File: src/rtl/i2c_slave_regfile.sv
// I2C target exposing a byte register file: pointer write, data write,
// and repeated-START reads, with a host port for preload and observation.
module i2c_slave_regfile #(
  parameter logic [6:0] SLAVE_ADDR = 7'b0010_000,
  parameter int          MEM_AW     = 4
) (
  input  logic              clk,
  input  logic              rst,
  input  logic              scl_i,
  input  logic              sda_i,
  output logic              sda_oe,
  input  logic              host_we,
  input  logic [MEM_AW-1:0] host_addr,
  input  logic [7:0]        host_wdata,
  output logic [7:0]        host_rdata,
  output logic              wr_strobe,
  output logic              rd_strobe,
  output logic              busy
);

  typedef enum logic [3:0] {
    IDLE, ADDR, ADDR_ACK, PTR, PTR_ACK,
    WDATA, WDATA_ACK, RDATA, RDATA_ACK, WAIT_STOP
  } state_e;

  state_e            state_q, state_d;
  logic [3:0]        bit_cnt_q, bit_cnt_d;
  logic [6:0]        shift_q, shift_d;
  logic [6:0]        tx_q, tx_d;
  logic              rw_q, rw_d;
  logic [MEM_AW-1:0] ptr_q, ptr_d;
  logic              sda_oe_q, sda_oe_d;
  logic              wr_q, wr_d;
  logic              rd_q, rd_d;
  logic              mem_we;
  logic [7:0]        mem_q [2**MEM_AW];

  logic [1:0] scl_sync_q, sda_sync_q;
  logic       scl_prev_q, sda_prev_q;
  logic       scl_s, sda_s;
  logic       start_det, stop_det, scl_rise, scl_fall;
  logic [7:0] byte_in;
  logic [7:0] mem_at_ptr;

  // Sync flops reset to the idle-bus level so release never fakes an edge
  always_ff @(posedge clk or posedge rst) begin
    if (rst) begin
      scl_sync_q <= 2'b11;
      sda_sync_q <= 2'b11;
      scl_prev_q <= 1'b1;
      sda_prev_q <= 1'b1;
    end else begin
      scl_sync_q <= {scl_sync_q[0], scl_i};
      sda_sync_q <= {sda_sync_q[0], sda_i};
      scl_prev_q <= scl_sync_q[1];
      sda_prev_q <= sda_sync_q[1];
    end
  end

  assign scl_s      = scl_sync_q[1];
  assign sda_s      = sda_sync_q[1];
  assign start_det  = scl_s & sda_prev_q & ~sda_s;
  assign stop_det   = scl_s & ~sda_prev_q & sda_s;
  assign scl_rise   = scl_s & ~scl_prev_q;
  assign scl_fall   = ~scl_s & scl_prev_q;
  assign byte_in    = {shift_q, sda_s};
  assign mem_at_ptr = mem_q[ptr_q];

  always_comb begin
    state_d   = state_q;
    bit_cnt_d = bit_cnt_q;
    shift_d   = shift_q;
    tx_d      = tx_q;
    rw_d      = rw_q;
    ptr_d     = ptr_q;
    sda_oe_d  = sda_oe_q;
    wr_d      = 1'b0;
    rd_d      = 1'b0;
    mem_we    = 1'b0;
    if (start_det) begin
      state_d   = ADDR;
      bit_cnt_d = 4'd0;
      sda_oe_d  = 1'b0;
    end else if (stop_det) begin
      state_d  = IDLE;
      sda_oe_d = 1'b0;
    end else begin
      case (state_q)
        ADDR, PTR, WDATA: begin
          if (scl_rise && bit_cnt_q != 4'd8) begin
            shift_d   = byte_in[6:0];
            bit_cnt_d = bit_cnt_q + 4'd1;
            if (bit_cnt_q == 4'd7) begin
              if (state_q == ADDR) begin
                if (byte_in[7:1] == SLAVE_ADDR) rw_d = byte_in[0];
                else state_d = WAIT_STOP;
              end
              if (state_q == WDATA) begin
                mem_we = 1'b1;
                wr_d   = 1'b1;
                ptr_d  = ptr_q + 1'b1;
              end
            end
          end else if (scl_fall && bit_cnt_q == 4'd8) begin
            sda_oe_d  = 1'b1;
            bit_cnt_d = 4'd0;
            if (state_q == ADDR) state_d = ADDR_ACK;
            else if (state_q == PTR) begin
              state_d = PTR_ACK;
              ptr_d   = shift_q[MEM_AW-1:0];
            end else state_d = WDATA_ACK;
          end
        end
        ADDR_ACK: begin
          if (scl_fall) begin
            bit_cnt_d = 4'd0;
            if (rw_q) begin
              tx_d     = mem_at_ptr[6:0];
              sda_oe_d = ~mem_at_ptr[7];
              state_d  = RDATA;
            end else begin
              sda_oe_d = 1'b0;
              state_d  = PTR;
            end
          end
        end
        PTR_ACK, WDATA_ACK: begin
          if (scl_fall) begin
            sda_oe_d  = 1'b0;
            bit_cnt_d = 4'd0;
            state_d   = WDATA;
          end
        end
        RDATA: begin
          if (scl_fall) begin
            if (bit_cnt_q == 4'd7) begin
              sda_oe_d  = 1'b0;
              bit_cnt_d = 4'd0;
              state_d   = RDATA_ACK;
            end else begin
              tx_d      = {tx_q[5:0], 1'b0};
              sda_oe_d  = ~tx_q[6];
              bit_cnt_d = bit_cnt_q + 4'd1;
            end
          end
        end
        RDATA_ACK: begin
          // bit_cnt==8 marks that the master's ACK has been sampled
          if (scl_rise && bit_cnt_q == 4'd0) begin
            rd_d  = 1'b1;
            ptr_d = ptr_q + 1'b1;
            if (sda_s) begin
              state_d  = WAIT_STOP;
              sda_oe_d = 1'b0;
            end else bit_cnt_d = 4'd8;
          end else if (scl_fall && bit_cnt_q == 4'd8) begin
            tx_d      = mem_at_ptr[6:0];
            sda_oe_d  = ~mem_at_ptr[7];
            bit_cnt_d = 4'd0;
            state_d   = RDATA;
          end
        end
        default: ;
      endcase
    end
  end

  always_ff @(posedge clk or posedge rst) begin
    if (rst) begin
      state_q   <= IDLE;
      bit_cnt_q <= 4'd0;
      shift_q   <= 7'd0;
      tx_q      <= 7'd0;
      rw_q      <= 1'b0;
      ptr_q     <= '0;
      sda_oe_q  <= 1'b0;
      wr_q      <= 1'b0;
      rd_q      <= 1'b0;
    end else begin
      state_q   <= state_d;
      bit_cnt_q <= bit_cnt_d;
      shift_q   <= shift_d;
      tx_q      <= tx_d;
      rw_q      <= rw_d;
      ptr_q     <= ptr_d;
      sda_oe_q  <= sda_oe_d;
      wr_q      <= wr_d;
      rd_q      <= rd_d;
    end
  end

  // Bus write is applied last so it wins a same-address host collision
  always_ff @(posedge clk or posedge rst) begin
    if (rst) begin
      for (int i = 0; i < 2**MEM_AW; i++) mem_q[i] <= 8'h00;
    end else begin
      if (host_we) mem_q[host_addr] <= host_wdata;
      if (mem_we) mem_q[ptr_q] <= byte_in;
    end
  end

  assign host_rdata = mem_q[host_addr];
  assign sda_oe     = sda_oe_q;
  assign wr_strobe  = wr_q;
  assign rd_strobe  = rd_q;
  assign busy       = (state_q != IDLE);

endmodule

File: config.mk
export PLATFORM = sky130hd
export DESIGN_NAME = i2c_slave_regfile
export DESIGN_NICKNAME = d
export VERILOG_FILES = /design/src/rtl/i2c_slave_regfile.sv
export SDC_FILE = /design/constraint.sdc
export NUM_CORES = 1
export LEC_CHECK = 0
export ABC_AREA = 1
export CORE_UTILIZATION = 50
export DETAILED_ROUTE_END_ITERATION = 10
export PLACE_DENSITY_LB_ADDON = 0.1
export SLEW_MARGIN = 20
export SYNTH_ARGS = -nofsm -noshare
export SYNTH_HDL_FRONTEND = slang
export SYNTH_SLANG_ARGS = --single-unit
File: constraint.sdc
create_clock -name clk -period 7.5 [get_ports clk]
set_clock_uncertainty 0.15 [all_clocks]
set_input_delay 1.5 -clock clk [delete_from_list [all_inputs] [get_ports clk]]
set_output_delay 1.5 -clock clk [all_outputs]
set_load 0.005 [all_outputs]
Word level (Yosys, flattened, before mapping)
Index checks and enable logic that the tools add are counted.

word-level totals
  register bits after elaboration = 164
  latch bits = 0
  bits in writable memories = 0
  ROM bits = 0
  input bits = 17
  output and inout bits = 12
  logic and storage cells = 192
  memories = 0

cells by class
  $add $sub $neg = 2
  multiply operators = 0
  div/mod/pow operators = 0
  $lt $le $gt $ge = 4
  eq/ne operators = 40
  shift operators = 0
  muxes and demuxes = 80
  bitwise gates (word level) = 16
  reduce and logical (&&, ||, !) cells = 21

operator list
  cell                                                count
  bitwise mux 128 bit                                 2
  two-way mux 128 bit                                 2
  two-way mux 4 bit                                   30
  binary-select mux 8 bit (select 4 bit)              2
  demux 8 bit (select 4 bit)                          2
  two-way mux 8 bit                                   6
  two-way mux 7 bit                                   6
  inequality test 4 bit, second input constant        8
  inequality test 5 bit, second input constant        6
  two-way mux 1 bit                                   22
  case mux 7 bit (3 select lines)                     1
  == test 4 x 3 -> 1 bit, second input constant       5
  case mux 4 bit (5 select lines)                     1
  inequality test 3 bit, second input constant        6
  AND reduction 9 bit                                 2
  inequality test 2 bit, second input constant        8
  case mux 4 bit (4 select lines)                     1
  AND reduction 11 bit                                1
  >= comparator 5 bit, second input constant          2
  < comparator 5 x 1 -> 1 bit, second input constant  2
  NOT 4 -> 5 bit                                      2
  adder 4 x 1 -> 4 bit, second input constant         2
  == test 4 x 2 -> 1 bit, second input constant       2
  == test 4 bit, second input constant                2
  22 further kinds                                    40

Depth between registers and ports, before layout
  depth in word-level cells = 10
  depth in mapped cells = 13
  depth with buffers taken out = 12

Worst setup path before layout
No wires, ideal clock.

  kind = input to output
  start = input host_addr[1]
  end = output host_rdata[2]
  data arrival time = 2513 ps
  data required time = 5850 ps
  setup slack = 3337 ps
  cell stages on the path = 8
  path buffers = 2
  path through = nand2_1 -> clkbuf_1 -> inv_1 -> clkbuf_1 -> nand2_1 -> o21ai_0 -> o21ai_0 -> nand4_1

on the way
  longest elaborated chain between the ends = 4

ends and longest elaborated chain
  element                                                RTL line  source
  start: declaration                                     13        input logic [MEM_AW-1:0] host_addr,
  NOT 4 -> 5 bit (not written as such)                   202       assign host_rdata = mem_q[host_addr];
  binary-select mux 8 bit (select 4 bit)                 202
  two-way mux 8 bit (not written as such) (2 in series)  202
  end: declaration                                       15        output logic [7:0] host_rdata,

Every way passes these cells. The select of a mux whose other input is x is not followed.

Worst setup path in the final report
  start = input host_addr[1]
  end = output host_rdata[0]

The elaborated chain is that of the path after synthesis.

==> impl_metrics.ini <==
[job]
maxCapViolations = 0

[route]
drt-pass1-iter-count = 6
wl_mm = 39.2
first_iter_violations = 1470
vias_per_cell = 5.87
drcViolationCount = 0
drtAntennaViolNets = 0
wl_per_cell_um = 20.6
num_vias = 11170

[clock_tree]
clk_pin_slew_ns = 0.07
cts_hold_repair.buffers = 0
cts_root_buf = clkbuf_16
cts_setup_buffers = 0
h-tree-depth = 4
cts_buffers = 17
cts.sinks = 164
clock_latency_ns = 0.44
ctsResizeCount = 0
tritoncts = yes
cts.path.max_buffers = 2

[cells_and_area]
fin_nets = 1638
diodes = 0
multi_input_area_sq_um = 5880
drive_gt1_share_pct = 4.79
seq_area_sq_um = 4110
syn2layout_area_growth_pct = 8.63
fillCellCount = 2105

[pwr]
p_leak_nw = 5.52
p_per_area_nw_per_um2 = 325
vdd.ir_drop.worst_v = 0.000214

[synth]
synth_nets = 1671
yosys_warnings = 0
yosysUniqueCellTypes = 35
ys_ff_latch = 164
synth_xor_area_share_pct = 0.242
synth-main-ff-cell = dfrtp_1
synth-edff-count = 0
synthesis.area_sq_um = 10900
synthArstFlopShare_pct = 100
synth_cells = 1648
synth_top_area_share_pct = 36.4
ys_top_cells_by_area = dfrtp_1 (36%), nand2_1 (19%), o21ai_0 (15%), inv_1 (4.3%), nor2_1 (4.3%)
synth.area.mux_share_pct = 2.03
synth_compound_area_share_pct = 21.5
synth_top_family_by_area = simple AND/OR/NAND/NOR gates
syn_area_per_cell_sq_um = 6.59
synth_simple_gate_area_share_pct = 29.6
yosysSeqAreaShare_pct = 37.8
synthAdderAreaFrac_pct = 0.691
synth_top_cell_by_area = dfrtp_1

[worst_setup_path]
end_kind = output pin
cp_top_family = buffers and inverters
worstPathRequired_ns = 5.85
cp_slowest_cell = nor2_2
crit_fanout = 23
startpoint_type = input pin
cp_slowest_stage_delay_ns = 0.89
crit_type = in -> out
cp_num_buf_inv = 3
crit_arrival_ns = 4.27
crit_chain = clkdlybuf4s50_1 > nor2_2 > buf_4 > nand2_1 > o21ai_0 > o21ai_0 > nand4_1 > clkdlybuf4s50_1

[timing]
setup_viol = 0
tns_ns = 0
period_share_pct = 79.0
slew_violations = 0
hold_violations = 0
clock.fmax_mhz = 169
tightest_slew_ns = 1.17
holdWs_ns = 0.206
rsz0062_at_grt = false
period_needed_ns = 5.92
maxSlewHeadroom_pct = 21.9

[global_route]
grt-ovfl-total = 0
grt.total_usage_pct = 36.4
antenna_found_initial = 0
grt_max_degree = 102
grt_pass1_wl_mm = 60.3
grt_pass1_vias = 10062

[floorplanning]
rows = 53
design.die.area_sq_um = 22300
io_pins = 29
core_area_sq_um = 21200
initial_utilization_pct = 51.4
die_h_um = 149
die_width_um = 149

[worst_hold_path]
holdCritPathClass = reg -> reg

[outcome]
status = finished, final reports clean

[placement]
port_buffers = 28
hpwl_mm = 27.1
gp_congestion = 1.04
## stage by stage
| stage | setup slack [ns] | area (sq um) | cells | utilization (%) | power [mW] |
|---|---|---|---|---|---|
| finish | 1.58 | 11800 | 1903 | 55.8 | 3.84 |
| global route | 1.45 | 11800 | 1903 | 55.8 | 4.08 |
| CTS | 1.72 | 11800 | 1903 | 55.8 | 3.79 |
| detailed placement | 1.73 | 11200 | 1871 | 52.9 | 2.85 |
| global placement | 1.72 | 11200 | 1871 | 52.9 | 2.83 |
| floorplan | 1.43 | 10900 | 1648 | - | 2.34 |
## path summary, 6_finish.rpt
kind	start	slack, ns	depth (start not counted)	to
setup / recovery	host_addr[1]	1.58	8	host_rdata[0]
hold / removal	scl_sync_q[0]	0.21	0	scl_sync_q[1]
setup reg to reg	sda_sync_q[1]	4.06	9	mem_q[56]
hold reg to reg	scl_sync_q[0]	0.21	0	scl_sync_q[1]
max in group asynchronous	rst	4.57	3	ptr_q[0]
min in group asynchronous	rst	1.31	2	mem_q[113]
## routing by layer
| metal | vias to the layer above | routed length [um] | global-route usage (%) |
|---|---|---|---|
| met5 | - | 0 | 0 |
| met4 | 0 | 2010 | 17.0 |
| li1 | 5310 | - | - |
| met2 | 664 | 16500 | 52.8 |
| met3 | 104 | 4180 | 7.31 |
| met1 | 5092 | 16500 | 51.5 |
## flip-flops by register name (all words and copies together), names as in the netlist
| register | count |
|---|---|
| mem_q | 128 |
| sda_oe | 1 |
| scl_prev_q | 1 |
| bit_cnt_q | 4 |
| sda_sync_q | 2 |
| state_q | 4 |
| shift_q | 7 |
| wr_strobe | 1 |
| tx_q | 7 |
| rw_q | 1 |
| rd_strobe | 1 |
| sda_prev_q | 1 |
| scl_sync_q | 2 |
| ptr_q | 4 |
## synth_stat cells (10+ instances only)
cell,count
a21oi_1,71
a22oi_1,15
buf_2,11
clkbuf_1,66
dfrtp_1,158
inv_1,125
mux2i_1,22
nand2_1,564
nand3_1,52
nand4_1,11
nor2_1,125
o211ai_1,21
o21ai_0,321
o22ai_1,10
## cell type report
type | count | area share [%]
Clock buffer | 17 | 3.61
Clock inverter | 15 | 1.57
Inverter | 128 | 4.11
Multi-Input combinational cell | 1264 | 49.8
Sequential cell | 164 | 34.9
Tap cell | 275 | 2.92
Timing Repair Buffer | 40 | 3.14
## power by group
part           total (mW)  internal, mW  switching (mW)
logic                1.49         0.476            1.02
registers            1.40          1.11           0.297
clock network       0.940         0.507           0.433
total                3.84          2.09            1.75
## layout by cell type (no fill, tap or decap), types with 2 or more instances in the layout
| cell type | synthesis | final |
|---|---|---|
| nor2_8 | 3 | 3 |
| xor2_1 | 2 | 2 |
| nor2_1 | 125 | 124 |
| clkinvlp_4 | 0 | 2 |
| dfstp_2 | 6 | 6 |
| buf_4 | 6 | 12 |
| o22ai_1 | 10 | 10 |
| inv_6 | 0 | 6 |
| nand2_1 | 564 | 564 |
| nand3b_1 | 3 | 3 |
| clkdlybuf4s50_1 | 0 | 28 |
| a22oi_1 | 15 | 15 |
| clkbuf_16 | 0 | 17 |
| nor3_1 | 9 | 9 |
| o21ai_1 | 6 | 6 |
| inv_1 | 125 | 124 |
| a21oi_1 | 71 | 71 |
| o21ai_0 | 321 | 321 |
| nand3_1 | 52 | 52 |
| bufinv_16 | 0 | 2 |
| nand4_1 | 11 | 11 |
| o211ai_1 | 21 | 21 |
| inv_2 | 2 | 2 |
| nand2_2 | 5 | 5 |
| nor2_2 | 7 | 8 |
| dfrtp_1 | 158 | 157 |
| nor2_4 | 5 | 5 |
| mux2i_1 | 22 | 22 |
| inv_8 | 0 | 4 |
| ha_1 | 6 | 6 |
## cells by family (layout without fill, tap and decap cells)
family | Yosys count | after routing
simple gates | 787 | 787
buf+inv | 220 | 200
compound gates | 446 | 446
fa+ha+maj | 6 | 6
flops | 164 | 164
mux | 22 | 22
xor+xnor | 3 | 3
No activity file was read; power rests on OpenSTA's default activity.
